**config.mk**
```make
export PLATFORM = sky130hd
export DESIGN_NAME = alu_serial_rx_flat
export DESIGN_NICKNAME = d
export VERILOG_FILES = /design/src/rtl/alu_pkg.sv /design/src/rtl/alu_serial_rx_if.sv /design/src/rtl/alu_serial_rx.sv /design/src/flat_wrapper.sv
export SDC_FILE = /design/constraint.sdc
export NUM_CORES = 1
export LEC_CHECK = 0
export ABC_AREA = 1
export ABC_CLOCK_PERIOD_IN_PS = 1800
export CAP_MARGIN = 20
export CORE_MARGIN = 1.5
export CORE_UTILIZATION = 51
export DETAILED_ROUTE_END_ITERATION = 7
export GPL_TIMING_DRIVEN = 0
export HOLD_SLACK_MARGIN = 0.12
export PLACE_DENSITY = 0.81
export SLEW_MARGIN = 15
export SYNTH_ARGS = -nofsm -noshare
export SYNTH_HDL_FRONTEND = slang
export SYNTH_SLANG_ARGS = --single-unit
```
**constraint.sdc**
```tcl
create_clock -name clk -period 1.8 [get_ports clk]
set_input_delay 0.18 -clock clk [delete_from_list [all_inputs] [get_ports clk]]
set_output_delay 0.18 -clock clk [all_outputs]
set_load 0.03 [all_outputs]
```
**src/rtl/alu_pkg.sv**
```systemverilog
// Shared ALU definitions.
// CRC-4 (x^4+x+1) helpers used by the serial receiver.
package alu_pkg;

  function automatic logic [3:0] crc4_step(
    input logic [3:0] c,
    input logic       b
  );
    logic fb;
    fb = c[3] ^ b;
    return {c[2:0], 1'b0} ^ {2'b00, fb, fb};
  endfunction

  function automatic logic [3:0] calc_crc_4b(
    input logic [67:0] msg
  );
    logic [3:0] c;
    c = '0;
    for (int i = 67; i >= 0; i--) begin
      c = crc4_step(c, msg[i]);
    end
    return c;
  endfunction

endpackage

```
**src/rtl/alu_serial_rx_if.sv**
```systemverilog
// Serial line in, parallel command / error code out.
// master drives sin, slave is the receiver.
interface alu_serial_rx_if;
  logic        sin;
  logic [31:0] A_out;
  logic [31:0] B_out;
  logic [2:0]  op_out;
  logic        out_valid;
  logic        err_valid;
  logic [2:0]  err_flags;

  modport master (
    output sin,
    input  A_out, B_out, op_out,
    input  out_valid, err_valid, err_flags
  );

  modport slave (
    input  sin,
    output A_out, B_out, op_out,
    output out_valid, err_valid, err_flags
  );
endinterface

```
**src/rtl/alu_serial_rx.sv**
```systemverilog
// Serial command receiver: deframes, checks count/CRC/op.
// Optional idle timeout: define ALU_RX_TIMEOUT_EN.
module alu_serial_rx
  import alu_pkg::*;
#(
  parameter int DATA_BYTES = 8
`ifdef ALU_RX_TIMEOUT_EN
  , parameter int TIMEOUT_CYCLES = 64
`endif
) (
  input logic            clk,
  input logic            rst_n,
  alu_serial_rx_if.slave bus
);

  localparam logic [1:0] IDLE    = 2'd0;
  localparam logic [1:0] TYPE    = 2'd1;
  localparam logic [1:0] PAYLOAD = 2'd2;
  localparam logic [1:0] STOP    = 2'd3;

  localparam int CW = $clog2(DATA_BYTES + 2);
  localparam logic [CW-1:0] CNT_FULL = CW'(DATA_BYTES);
  localparam logic [CW-1:0] CNT_SAT  = CW'(DATA_BYTES + 1);

  logic [1:0]    state;
  logic [2:0]    bit_cnt;
  logic          is_ctl;
  logic [7:0]    pay;
  logic [63:0]   sr;
  logic [CW-1:0] byte_cnt;
  logic [3:0]    crc;
  logic          frame_err;
  logic [3:0]    crc_data;
  logic [3:0]    crc_ctl;

`ifdef ALU_RX_TIMEOUT_EN
  localparam int TW = $clog2(TIMEOUT_CYCLES + 1);
  localparam logic [TW-1:0] TO_LAST = TW'(TIMEOUT_CYCLES - 1);
  logic [TW-1:0] to_cnt;
`endif

  // CRC after folding a data byte, and after the {1, op} tail
  always_comb begin
    crc_data = crc;
    for (int i = 7; i >= 0; i--) begin
      crc_data = crc4_step(crc_data, pay[i]);
    end
    crc_ctl = crc4_step(crc, 1'b1);
    for (int i = 2; i >= 0; i--) begin
      crc_ctl = crc4_step(crc_ctl, pay[4+i]);
    end
  end

  // Frame deserialiser: start, type, 8 payload bits, stop
  always_ff @(posedge clk or negedge rst_n) begin
    if (!rst_n) begin
      state   <= IDLE;
      bit_cnt <= '0;
      is_ctl  <= 1'b0;
      pay     <= '0;
    end else begin
      unique case (state)
        IDLE: begin
          if (!bus.sin) state <= TYPE;
        end
        TYPE: begin
          is_ctl  <= bus.sin;
          bit_cnt <= 3'd7;
          state   <= PAYLOAD;
        end
        PAYLOAD: begin
          pay <= {pay[6:0], bus.sin};
          if (bit_cnt == 3'd0) state <= STOP;
          else bit_cnt <= bit_cnt - 3'd1;
        end
        STOP: begin
          state <= IDLE;
        end
        default: state <= IDLE;
      endcase
    end
  end

  // Packet assembly, CTL evaluation and result registers
  always_ff @(posedge clk or negedge rst_n) begin
    if (!rst_n) begin
      sr            <= '0;
      byte_cnt      <= '0;
      crc           <= '0;
      frame_err     <= 1'b0;
      bus.A_out     <= '0;
      bus.B_out     <= '0;
      bus.op_out    <= '0;
      bus.out_valid <= 1'b0;
      bus.err_valid <= 1'b0;
      bus.err_flags <= '0;
`ifdef ALU_RX_TIMEOUT_EN
      to_cnt        <= '0;
`endif
    end else begin
      bus.out_valid <= 1'b0;
      bus.err_valid <= 1'b0;
      if (state == STOP) begin
        if (!is_ctl) begin
          sr  <= {sr[55:0], pay};
          crc <= crc_data;
          if (byte_cnt != CNT_SAT) byte_cnt <= byte_cnt + 1'b1;
          if (!bus.sin) frame_err <= 1'b1;
        end else begin
          byte_cnt  <= '0;
          crc       <= '0;
          frame_err <= 1'b0;
          if (byte_cnt != CNT_FULL || frame_err || !bus.sin) begin
            bus.err_valid <= 1'b1;
            bus.err_flags <= 3'b100;
          end else if (pay[3:0] != crc_ctl) begin
            bus.err_valid <= 1'b1;
            bus.err_flags <= 3'b010;
          end else if (pay[5]) begin
            bus.err_valid <= 1'b1;
            bus.err_flags <= 3'b001;
          end else begin
            bus.out_valid <= 1'b1;
            bus.A_out     <= sr[31:0];
            bus.B_out     <= sr[63:32];
            bus.op_out    <= pay[6:4];
          end
        end
      end
`ifdef ALU_RX_TIMEOUT_EN
      if (state == IDLE && byte_cnt != '0) begin
        if (!bus.sin) begin
          to_cnt <= '0;
        end else if (to_cnt == TO_LAST) begin
          to_cnt        <= '0;
          byte_cnt      <= '0;
          crc           <= '0;
          frame_err     <= 1'b0;
          bus.err_valid <= 1'b1;
          bus.err_flags <= 3'b100;
        end else begin
          to_cnt <= to_cnt + 1'b1;
        end
      end else begin
        to_cnt <= '0;
      end
`endif
    end
  end

endmodule

```
**src/flat_wrapper.sv**
```systemverilog
// flat-port wrapper written by rule: the top's interface ports become plain ports
module alu_serial_rx_flat import alu_pkg::*;
#(
  parameter int DATA_BYTES = 8

)
  (clk, rst_n, bus_sin, bus_A_out, bus_B_out, bus_op_out, bus_out_valid, bus_err_valid, bus_err_flags);
  alu_serial_rx_if bus_i ();
  input logic clk;
  input logic rst_n;
  input wire logic [$bits(bus_i.sin)-1:0] bus_sin;
  output wire logic [$bits(bus_i.A_out)-1:0] bus_A_out;
  output wire logic [$bits(bus_i.B_out)-1:0] bus_B_out;
  output wire logic [$bits(bus_i.op_out)-1:0] bus_op_out;
  output wire logic [$bits(bus_i.out_valid)-1:0] bus_out_valid;
  output wire logic [$bits(bus_i.err_valid)-1:0] bus_err_valid;
  output wire logic [$bits(bus_i.err_flags)-1:0] bus_err_flags;
  assign bus_i.sin = bus_sin;
  assign bus_A_out = bus_i.A_out;
  assign bus_B_out = bus_i.B_out;
  assign bus_op_out = bus_i.op_out;
  assign bus_out_valid = bus_i.out_valid;
  assign bus_err_valid = bus_i.err_valid;
  assign bus_err_flags = bus_i.err_flags;
  alu_serial_rx #(.DATA_BYTES(DATA_BYTES)) u_core (.clk(clk), .rst_n(rst_n), .bus(bus_i));
endmodule
```
### After elaboration in Yosys (flattened, before gate mapping)

Cells that the tools add are included.

* bits in registers: 158
* bits of input ports: 3
* output and inout port bits: 72
* word-level logic and storage cells: 92

* add/subtract/negate cells: 2
* eq/ne operators: 10
* mux-type cells: 23
* bitwise gates (word level): 28
* reductions and logical operators: 15

Operators with widths (number)
* $xor A4 B2 Y4: 12
* $mux W1: 12
* $mux W3: 4
* $mux W4: 3
* $xor A1 B1 Y1: 11
* $reduce_and A2 Y1: 5
* $ne A4 B4 Y1 const B: 2
* $pmux W2 S4: 1
* $pmux W3 S2: 1
* $not A1 Y1: 5
* $reduce_and A5 Y1: 1
* $add A4 B1 Y4 const B: 1
* $eq A2 B2 Y1 const B: 2
* $mux W2: 2
* $ne A2 B1 Y1 const B: 2
* $ne A2 B2 Y1 const B: 2
* $ne A4 B4 Y1: 1
* $reduce_bool A2 Y1: 2
* $logic_not A3 Y1: 1
* $reduce_and A3 Y1: 1
* $reduce_bool A3 Y1: 1
* $sub A3 B1 Y3 const B: 1
* $eq A2 B1 Y1 const B: 1
* $logic_not A2 Y1: 1
* other kinds (2): 3

### Longest topological paths before layout

* depth in word-level cells: 17
* gate-level depth with buffers: 14
* mapped depth without buffers: 13

### Worst setup path before layout

No wires, ideal clock.

* path kind: register to register
* from: register u_core.pay[5]
* to: register u_core.bus.B_out[12]
* library setup time: 119 ps
* arrival time: 1638 ps
* data required time: 1681 ps
* path slack: 44 ps
* cell stages (with the launch flop): 15
* buffers on the path: 2
* clock period less this slack: 1756 ps
* cell sequence: dfrtp_1 -> inv_2 -> nand2_1 -> nand2_1 -> nand2_1 -> nand2_1 -> nand2_1 -> nand2_1 -> nand2_1 -> nor2_2 -> nand4_2 -> buf_4 -> buf_6 -> nand2_1 -> nand2_1

* cells in the longest elaborated chain, start to end: 6
* elaborated cells between the ends (all ways): 7
* classes of those cells: 1 x eq/ne; 5 x bitwise; 1 x reduce/logical

RTL lines
* start, declared: line alu_serial_rx.sv:28 `logic [7:0] pay;`
* start signal, assigned: line alu_serial_rx.sv:72 `pay <= {pay[6:0], bus.sin};`
* $xor A1 B1 Y1: line alu_pkg.sv:10 `fb = c[3] ^ b;`
* $xor A4 B2 Y4 (2 in series): line alu_pkg.sv:11 `return {c[2:0], 1'b0} ^ {2'b00, fb, fb};`
* $ne A4 B4 Y1: line alu_serial_rx.sv:116 `end else if (pay[3:0] != crc_ctl) begin`
* $not A1 Y1 (no source line)
* $reduce_and A5 Y1 (no source line) *
* end signal, assigned: line alu_serial_rx.sv:125 `bus.B_out <= sr[63:32];`
* end, declared: line alu_serial_rx_if.sv:20 `output A_out, B_out, op_out,`

Mark *: on every way between the ends. The rest lies on a longest branch, timed or not.
A chain may end at the register's enable or synchronous reset.

### Final worst setup path

* from: register u_core.pay[4]
* to: register u_core.bus.A_out[23]

* cells in the longest elaborated chain, start to end: 5

RTL lines
* $xor A1 B1 Y1: line alu_pkg.sv:10
* $xor A4 B2 Y4: line alu_pkg.sv:11
* $ne A4 B4 Y1: line alu_serial_rx.sv:116
* $not A1 Y1 (no source line)
* $reduce_and A5 Y1 (no source line)
* end signal, assigned: line alu_serial_rx.sv:124 `bus.A_out <= sr[31:0];`
* end, declared: line alu_serial_rx_if.sv:20

Every way passes these cells.

==> impl_summary.txt <==
----------------------------------------------------
[Status]
  Status ... finished, violations left
  Failing checks ... setup timing

[Finish]
  Fraction of final layout cells sized beyond drive strength 1 ... 0.1692
  Number of cells in the finished layout apart from fillers ... between 1,000 and 1,500
  Core occupancy in the finished layout ... 0.6919
  Filler cell count ... around 920
  Area added between synthesis and finish ... 31.57%
  Layout Nets ... 904
  Number of antenna cells inserted ... 0

[Power]
  Part of the total power dissipated in sequential elements ... 0.386
  Power, Total ... ~13 mW
  Sw Ratio ... 0.3826
  Clock network fraction of design power ... 0.286
  Peak ir drop on the vdd network ... around 0.9 mV
  Leakage Power ... approximately 4.6 nW
  Combinational share of power ... 0.328
  Areal power density over the cells ... 1475 nW/µm²
  Net switching power ... 4.969 mW
  Internal power component ... around 8 mW

[CTS]
  Number of buffers between clock root and the deepest sink ... 2
  TritonCTS clock tree ... yes
  Clk root buf ... sky130_fd_sc_hd__clkbuf_16
  H-tree level count ... 4
  Sink Count ... between 150 and 200
  Clock-pin transition on the worst setup and hold timing paths ... approximately 0.060 ns
  Number of CTS-inserted buffers ... 17
  Clock insertion delay at the later pin of the skew report ... 0.44 ns

[Synth]
  Synth cell count leaders ... sky130_fd_sc_hd__nand2_1, sky130_fd_sc_hd__dfrtp_1, sky130_fd_sc_hd__nand4_1, sky130_fd_sc_hd__inv_1, sky130_fd_sc_hd__clkbuf_1
  Number of enable-type register cells in the synthesized netlist ... 0
  Post-synthesis instance area ... ~6700 µm²
  Top area cells in the synthesized netlist ... sky130_fd_sc_hd__dfrtp_1, sky130_fd_sc_hd__nand2_1, sky130_fd_sc_hd__nand4_1, sky130_fd_sc_hd__o21ai_0, sky130_fd_sc_hd__ha_1
  Leading cell type by number of instances after synthesis ... sky130_fd_sc_hd__nand2_1
  Main combinational cell family by area after synthesis ... simple AND/OR/NAND/NOR gates
  Syn Area/Cell ... slightly below 9 µm²
  Seq/Total Area, Yosys ... 0.5910
  Compound-cell area share of the yosys netlist ... 0.02899
  Mux contribution to synthesized area ... 0
  FF+latch count, synth ... around 160
  XOR/XNOR share of the synthesized area ... 0.006546
  Area fraction of the dominant cell type after synthesis ... 0.5910
  Share of synthesized registers carrying an async set or reset ... 1.000
  Post-synthesis adder-cell area fraction ... 0.01870
  Number of library cell types mapped by synthesis ... 28
  Net count after synthesis ... 783
  Synthesized-area fraction occupied by and/or/nand/nor cells ... 0.2996
  Synthesized instance count ... 770
  Yosys warnings ... 0
  Top_reg_cell synth ... sky130_fd_sc_hd__dfrtp_1
  Cell taking the most area after synthesis ... sky130_fd_sc_hd__dfrtp_1

[Floorplanning]
  Ports ... between 70 and 80
  Overall die height ... around 120 µm
  Die footprint ... 13,810 µm²
  Initial Util ... 0.5259
  Width of the die ... between 100 and 150 µm
  Core area ... ~13,000 µm²
  Number of core rows ... between 40 and 50

[Timing]
  Count of final max-slew check failures ... 0
  Setup repair after global routing missed its margin ... true
  Tcrit/Tclk final ... 1.147
  Slew at the pin closest to its max-slew limit ... about 0.54 ns
  Final critical-path required period ... slightly above 2 ns
  Worst path setup slack after routing ... -0.2639 ns
  Count of final setup violators ... 73
  Worst Skew ... around 0.012 ns
  Max Clock Freq ... around 0.48 GHz
  Number of hold-slack violations in the final timing report ... 0
  Max transition margin ... 0.6408

[Drt]
  Via-per-instance ratio ... ~5.4
  First-pass DRT Iterations ... 5
  Antenna violation net count after detailed routing ... 0
  Via count ... 5,804
  Iter 0 DRT Violations ... roughly 600
  DRC ... 0
  Wire per inst ... approximately 16 µm
  Detailed-route wire length ... about 17,000 µm

[Global route]
  Initial antenna violation count ... 0
  Remaining global-route overflow ... 0
  First-pass GRT wire length ... approximately 28,000 µm
  Total global routing track utilization ... 0.2493
  Via count of the first global-routing pass ... slightly below 6,000
  Largest net degree at the start of global routing ... 98

[Setup path]
  Worst endpoint required time ... ~2.1 ns
  Reg-to-reg endpoint ... u_core.bus.A_out[23]
  Crit path top cell by count ... sky130_fd_sc_hd__nand2_2
  Worst Path Class, Setup ... flip-flop to flip-flop
  Critical Path, Cell by Cell ... inv_2 > nand2_1 > nand3_1 > nand2_2 > o21ai_2 > nand2_2 > nor2_4 > nand4_4 > buf_8 > buf_6 > nand2_2 > nand2_1
  Maximum fanout count along the critical path ... 7
  Reg2Reg Launch Point ... u_core.pay[4]
  Buffer and inverter count on the worst path ... 3
  Kind of start point of the critical path ... flip-flop
  R2R setup slack ... -0.26 ns
  Slowest cell on the critical path ... sky130_fd_sc_hd__dfrtp_2
  Category of the worst setup path capture point ... flip-flop
  Critical path arrival ... ~2.4 ns
  Longest individual stage delay on the worst path ... about 0.45 ns
  Reg2reg path depth ... 12
  Largest delay share family, worst path ... simple AND/OR/NAND/NOR gates

[Placement]
  Placed instance count ... just over 1,000
  Number of port buffers ... between 70 and 80
  Global placer's final weighted congestion ... 0.9201
  HPWL reported at the end of detailed placement ... 10,260 µm

[Hold path]
  Worst min path class ... primary input to asynchronous set/reset pin

[Run]
  Max-cap violations ... 0

----------------------------------------------------
[sequential cells by signal, indices dropped and copies added, names as in the netlist]
signal and count:
u_core.sr 64, u_core.bus.A_out 32, u_core.bus.B_out 32, u_core.pay 8, u_core.byte_cnt 4, u_core.crc 4
u_core.bit_cnt 3, u_core.bus.err_flags 3, u_core.bus.op_out 2, u_core.state 2, u_core.bus.err_valid 1, u_core.bus.out_valid 1
u_core.frame_err 1, u_core.is_ctl 1
[per-stage QoR]
| step | setup WS, ns | hold slack, ns | TNS (ns) | area, µm² |
|---|---|---|---|---|
| after CTS | -0.1070 | 0.2945 | -4.197 | 8627 |
| after global placement | -5.671 | 0.4547 | -936.27 | 7636 |
| after global routing | -0.3760 | 0.3435 | -22.30 | 8802 |
| after floorplan | 0.04355 | -0.1156 | 0 | 6690 |
| after detailed placement | -0.4386 | 0.1497 | -45.41 | 7669 |
| final | -0.2639 | 0.2869 | -14.36 | 8802 |
[worst reg2reg max path, cell delays in order (launching register included)]
cell                      delay [ns]
sky130_fd_sc_hd__dfrtp_2        0.45
sky130_fd_sc_hd__inv_2          0.10
sky130_fd_sc_hd__nand2_1        0.09
sky130_fd_sc_hd__nand3_1        0.14
sky130_fd_sc_hd__nand2_2        0.10
sky130_fd_sc_hd__o21ai_2        0.19
sky130_fd_sc_hd__nand2_2        0.12
sky130_fd_sc_hd__nor2_4         0.13
sky130_fd_sc_hd__nand4_4        0.15
sky130_fd_sc_hd__buf_8          0.20
sky130_fd_sc_hd__buf_6          0.13
sky130_fd_sc_hd__nand2_2        0.05
sky130_fd_sc_hd__nand2_1        0.08
[cell usage in the layout (no fill, tap or decap), types with 2 or more instances in the layout]
master	count
sky130_fd_sc_hd__clkbuf_4	3
sky130_fd_sc_hd__nand3_2	2
sky130_fd_sc_hd__xnor2_1	2
sky130_fd_sc_hd__bufinv_16	3
sky130_fd_sc_hd__clkbuf_1	18
sky130_fd_sc_hd__nor2_4	2
sky130_fd_sc_hd__inv_1	27
sky130_fd_sc_hd__ha_2	2
sky130_fd_sc_hd__nor2_1	6
sky130_fd_sc_hd__clkbuf_8	3
sky130_fd_sc_hd__nand2_4	7
sky130_fd_sc_hd__clkbuf_2	10
sky130_fd_sc_hd__inv_2	7
sky130_fd_sc_hd__buf_12	2
sky130_fd_sc_hd__clkinvlp_4	2
sky130_fd_sc_hd__nand4_1	67
sky130_fd_sc_hd__clkbuf_16	17
sky130_fd_sc_hd__o31ai_1	2
sky130_fd_sc_hd__o21ai_0	26
sky130_fd_sc_hd__nand2_1	341
sky130_fd_sc_hd__dfrtp_1	155
sky130_fd_sc_hd__clkdlybuf4s50_1	72
sky130_fd_sc_hd__nand3_1	14
sky130_fd_sc_hd__buf_8	3
sky130_fd_sc_hd__buf_2	5
sky130_fd_sc_hd__clkinv_2	2
sky130_fd_sc_hd__buf_4	23
sky130_fd_sc_hd__ha_1	8
sky130_fd_sc_hd__nand2_2	34
sky130_fd_sc_hd__buf_6	12
sky130_fd_sc_hd__a21oi_1	4
sky130_fd_sc_hd__dfrtp_2	3
[kinds of logic after synthesis]
group	after synthesis
and+or+nand+nor	478
DFF	158
buffers and inverters	81
AOI/OAI and AO/OA	37
adders and majority gates	10
xor gates and xnor gates	5
other	1
[routing by layer]
layer	part of all wire	vias up	wire, µm	GRT usage
li1	-	2722	-	-
met1	0.41	2795	7026	0.3177
met2	0.50	227	8486	0.4070
met3	0.057	60	973	0.05184
met4	0.036	0	611	0.1258
met5	0	-	0	0
[timing repair]
item                       CTS  global route
setup endpoints to repair  139           116
gates resized for setup     74            40
pin swaps                   13            23
cloned                       6             0
hold buffers                 1             0
hold endpoints to repair    61             0
buffers inserted            12            11
[how the worst max path moves through the flow]
stage                  start              endpoint  slack, ns  depth (start not counted)
2_1_floorplan  u_core.pay[5]  u_core.bus.B_out[12]       0.04                         14
3_3_place_gp           rst_n  u_core.bus.A_out[15]      -5.67                          1
3_5_place_dp   u_core.pay[5]  u_core.bus.B_out[13]      -0.44                         13
4_1_cts        u_core.pay[5]   u_core.bus.B_out[4]      -0.11                         12
5_1_grt        u_core.pay[6]  u_core.bus.B_out[14]      -0.38                         11
6_report       u_core.pay[4]  u_core.bus.A_out[23]      -0.26                         12
[cell type report]
cell class	count	area (µm²)	area share
Timing Repair Buffer	104	1035	0.1176
Multi-Input combinational cell	531	2576	0.2927
Clock inverter	9	132.6	0.01507
Sequential cell	158	3958	0.4496
Inverter	35	133.9	0.01521
Clock buffer	23	478.0	0.05430
Tap cell	172	215.2	0.02445
Buffer	44	274.0	0.03113
[power groups by stage]
stage	sequential, mW	clock [mW]	combinational (mW)
floorplan	4.79	0	2.25
global placement	4.95	0	2.88
detailed placement	4.97	0	3.01
CTS	4.94	3.73	3.56
global route	5.07	3.89	4.71
finish	5.02	3.71	4.26
No activity file was read; power rests on OpenSTA's default activity.
==> edit (same flow settings) <==
Reset style: synchronous (`rst_n`), changed in 2 clocked blocks.
--- a/src/rtl/alu_serial_rx.sv
+++ b/src/rtl/alu_serial_rx.sv
@@ -54,3 +54,3 @@
   // Frame deserialiser: start, type, 8 payload bits, stop
-  always_ff @(posedge clk or negedge rst_n) begin
+  always_ff @(posedge clk) begin
     if (!rst_n) begin
@@ -84,3 +84,3 @@
   // Packet assembly, CTL evaluation and result registers
-  always_ff @(posedge clk or negedge rst_n) begin
+  always_ff @(posedge clk) begin
     if (!rst_n) begin
Function: no difference found for any inputs over 10 cycles, from zero or initial values and one cycle with rst_n low; that may be too few to reach the edited logic, so the function may still have changed.
==> edit against the unedited design <==
The run still ends with setup timing left. Routed wire length is 17% higher. Sequential cell count unchanged. Critical endpoint is now u_core.bus.B_out[9]$_SDFFE_PN0P_. Power shrank 13%. Combinational power fell by 28%. Worst setup slack worse by 0.0049 ns. Largest cell class is now multi-input gates. Synthesized area fell by 4.5%. Largest power group unchanged. Final area rose by 3.8%. Utilization rose by 6.3 points.
==> edit: results (changes against the unedited design) <==
| Metric | Value |
|---|---|
| Outcome | complete, but fails checks (unchanged) |
| Failing checks | setup timing (unchanged) |
| WHS | 0.255 ns (was 0.287 ns) |
| Met3 Track Usage GR | 0.0459 (was 0.0518) |
| Lkg Pwr | 4.26 nW (was 4.61 nW) |
| Via count | 6544 (was 5804) |
| Pint | 7.30 mW (was 8.02 mW) |
| Quantity of I/O buffers inserted on ports | 72 (was 73) |
| Clk_skew | 0.0117 ns (was 0.0119 ns) |
| Worst-Margin Slew | 0.693 ns (was 0.539 ns) |
| Pre-CTS setup slack | -0.403 ns (was -0.439 ns) |
| Met1 Resource Use GR | 0.327 (was 0.318) |
| DP Wirelength | 10000 um (was 10300 um) |
| Largest cells by area after synthesis | dfxtp_1, nor2_1, nand2_1 (was dfrtp_1, nand2_1, nand4_1) |
| Total track usage | 0.268 (was 0.249) |
| Layout cell share with drive strength beyond 1 | 0.239 (was 0.169) |
| NetSw | 4.04 mW (was 4.97 mW) |
| Worst VDD drop | 0.747 mV (was 0.877 mV) |
| Placed Instances | 1160 (was 1016) |
| Register area share after synthesis | 0.495 (was 0.591) |
| Critical Path AT | 2.43 ns (was 2.37 ns) |
| Hold Path Class | in2reg (was in2async) |
| Async SR Flop Fraction | 0 (was 1.00) |
| Wl on met1 | 7830 um (was 7030 um) |
| Via density | 5.39 (about the same) |
| Routed length on met3 | 1570 um (was 973 um) |
| Power Sequential | 4.56 mW (was 5.02 mW) |
| Postcts setup bufs | 8 (was 12) |
| Netlist cell types | 30 (was 28) |
| Part of the power in combinational logic | 0.270 (was 0.328) |
| Layout Nets | 1047 (was 904) |
| Final worst slack | -0.269 ns (was -0.264 ns) |
| Slowest stage delay, CP | 0.38 ns (was 0.45 ns) |
| Placer Congestion | 0.900 (was 0.920) |
| Cts repair resizes | 154 (was 74) |
| Final setup fails | 72 (was 73) |
| Metal2 WL | 9420 um (was 8490 um) |
| Gate Count Post-Synth | 920 (was 770) |
| Setup tns final | -13.06 ns (was -14.36 ns) |
| Met2 Track Usage GR | 0.452 (was 0.407) |
| Cell at the slowest stage of the critical path | dfxtp_4 (was dfrtp_2) |
| First-pass DRT Iterations | 8 (was 5) |
| Vias in the first global route | 5885 (was 5854) |
## edit: changes by cell type in the layout (fill, tap and decap cells not counted), sizes merged, moves of 53 or more
cell,before,now
dfxtp,0,158
nand2,382,197
nand4,68,3
dfrtp,158,0
nor2,9,260
o21ai,28,81
inv,36,103
## edit: cell families (layout without fill, tap and decap cells)
group	Yosys count	count (layout)	share of synthesized area
AOI/OAI and AO/OA	120	120	0.0958
xor gates and xnor gates	3	3	0.00411
adders and majority gates	10	10	0.0196
buffers and inverters	149	275	0.0940
DFF	158	158	0.495
other	1	1	0.000587
and+or+nand+nor	479	479	0.291
## edit: layout make-up
type                    instances  area [um2]
plain buffers                  47         368
clock buffers                  20         447
clock inverters                11         158
fillers                       780        2970
inverters                     100         388
multi-input cells             613        3320
flip-flops and latches        158        3190
well taps                     168         210
repair buffers                 97        1060
## edit: critical path: cells and delay by family (launching register included)
kind,cells,cell delay [ns]
simple gates,11,1.14
buf+inv,3,0.46
flops,1,0.38
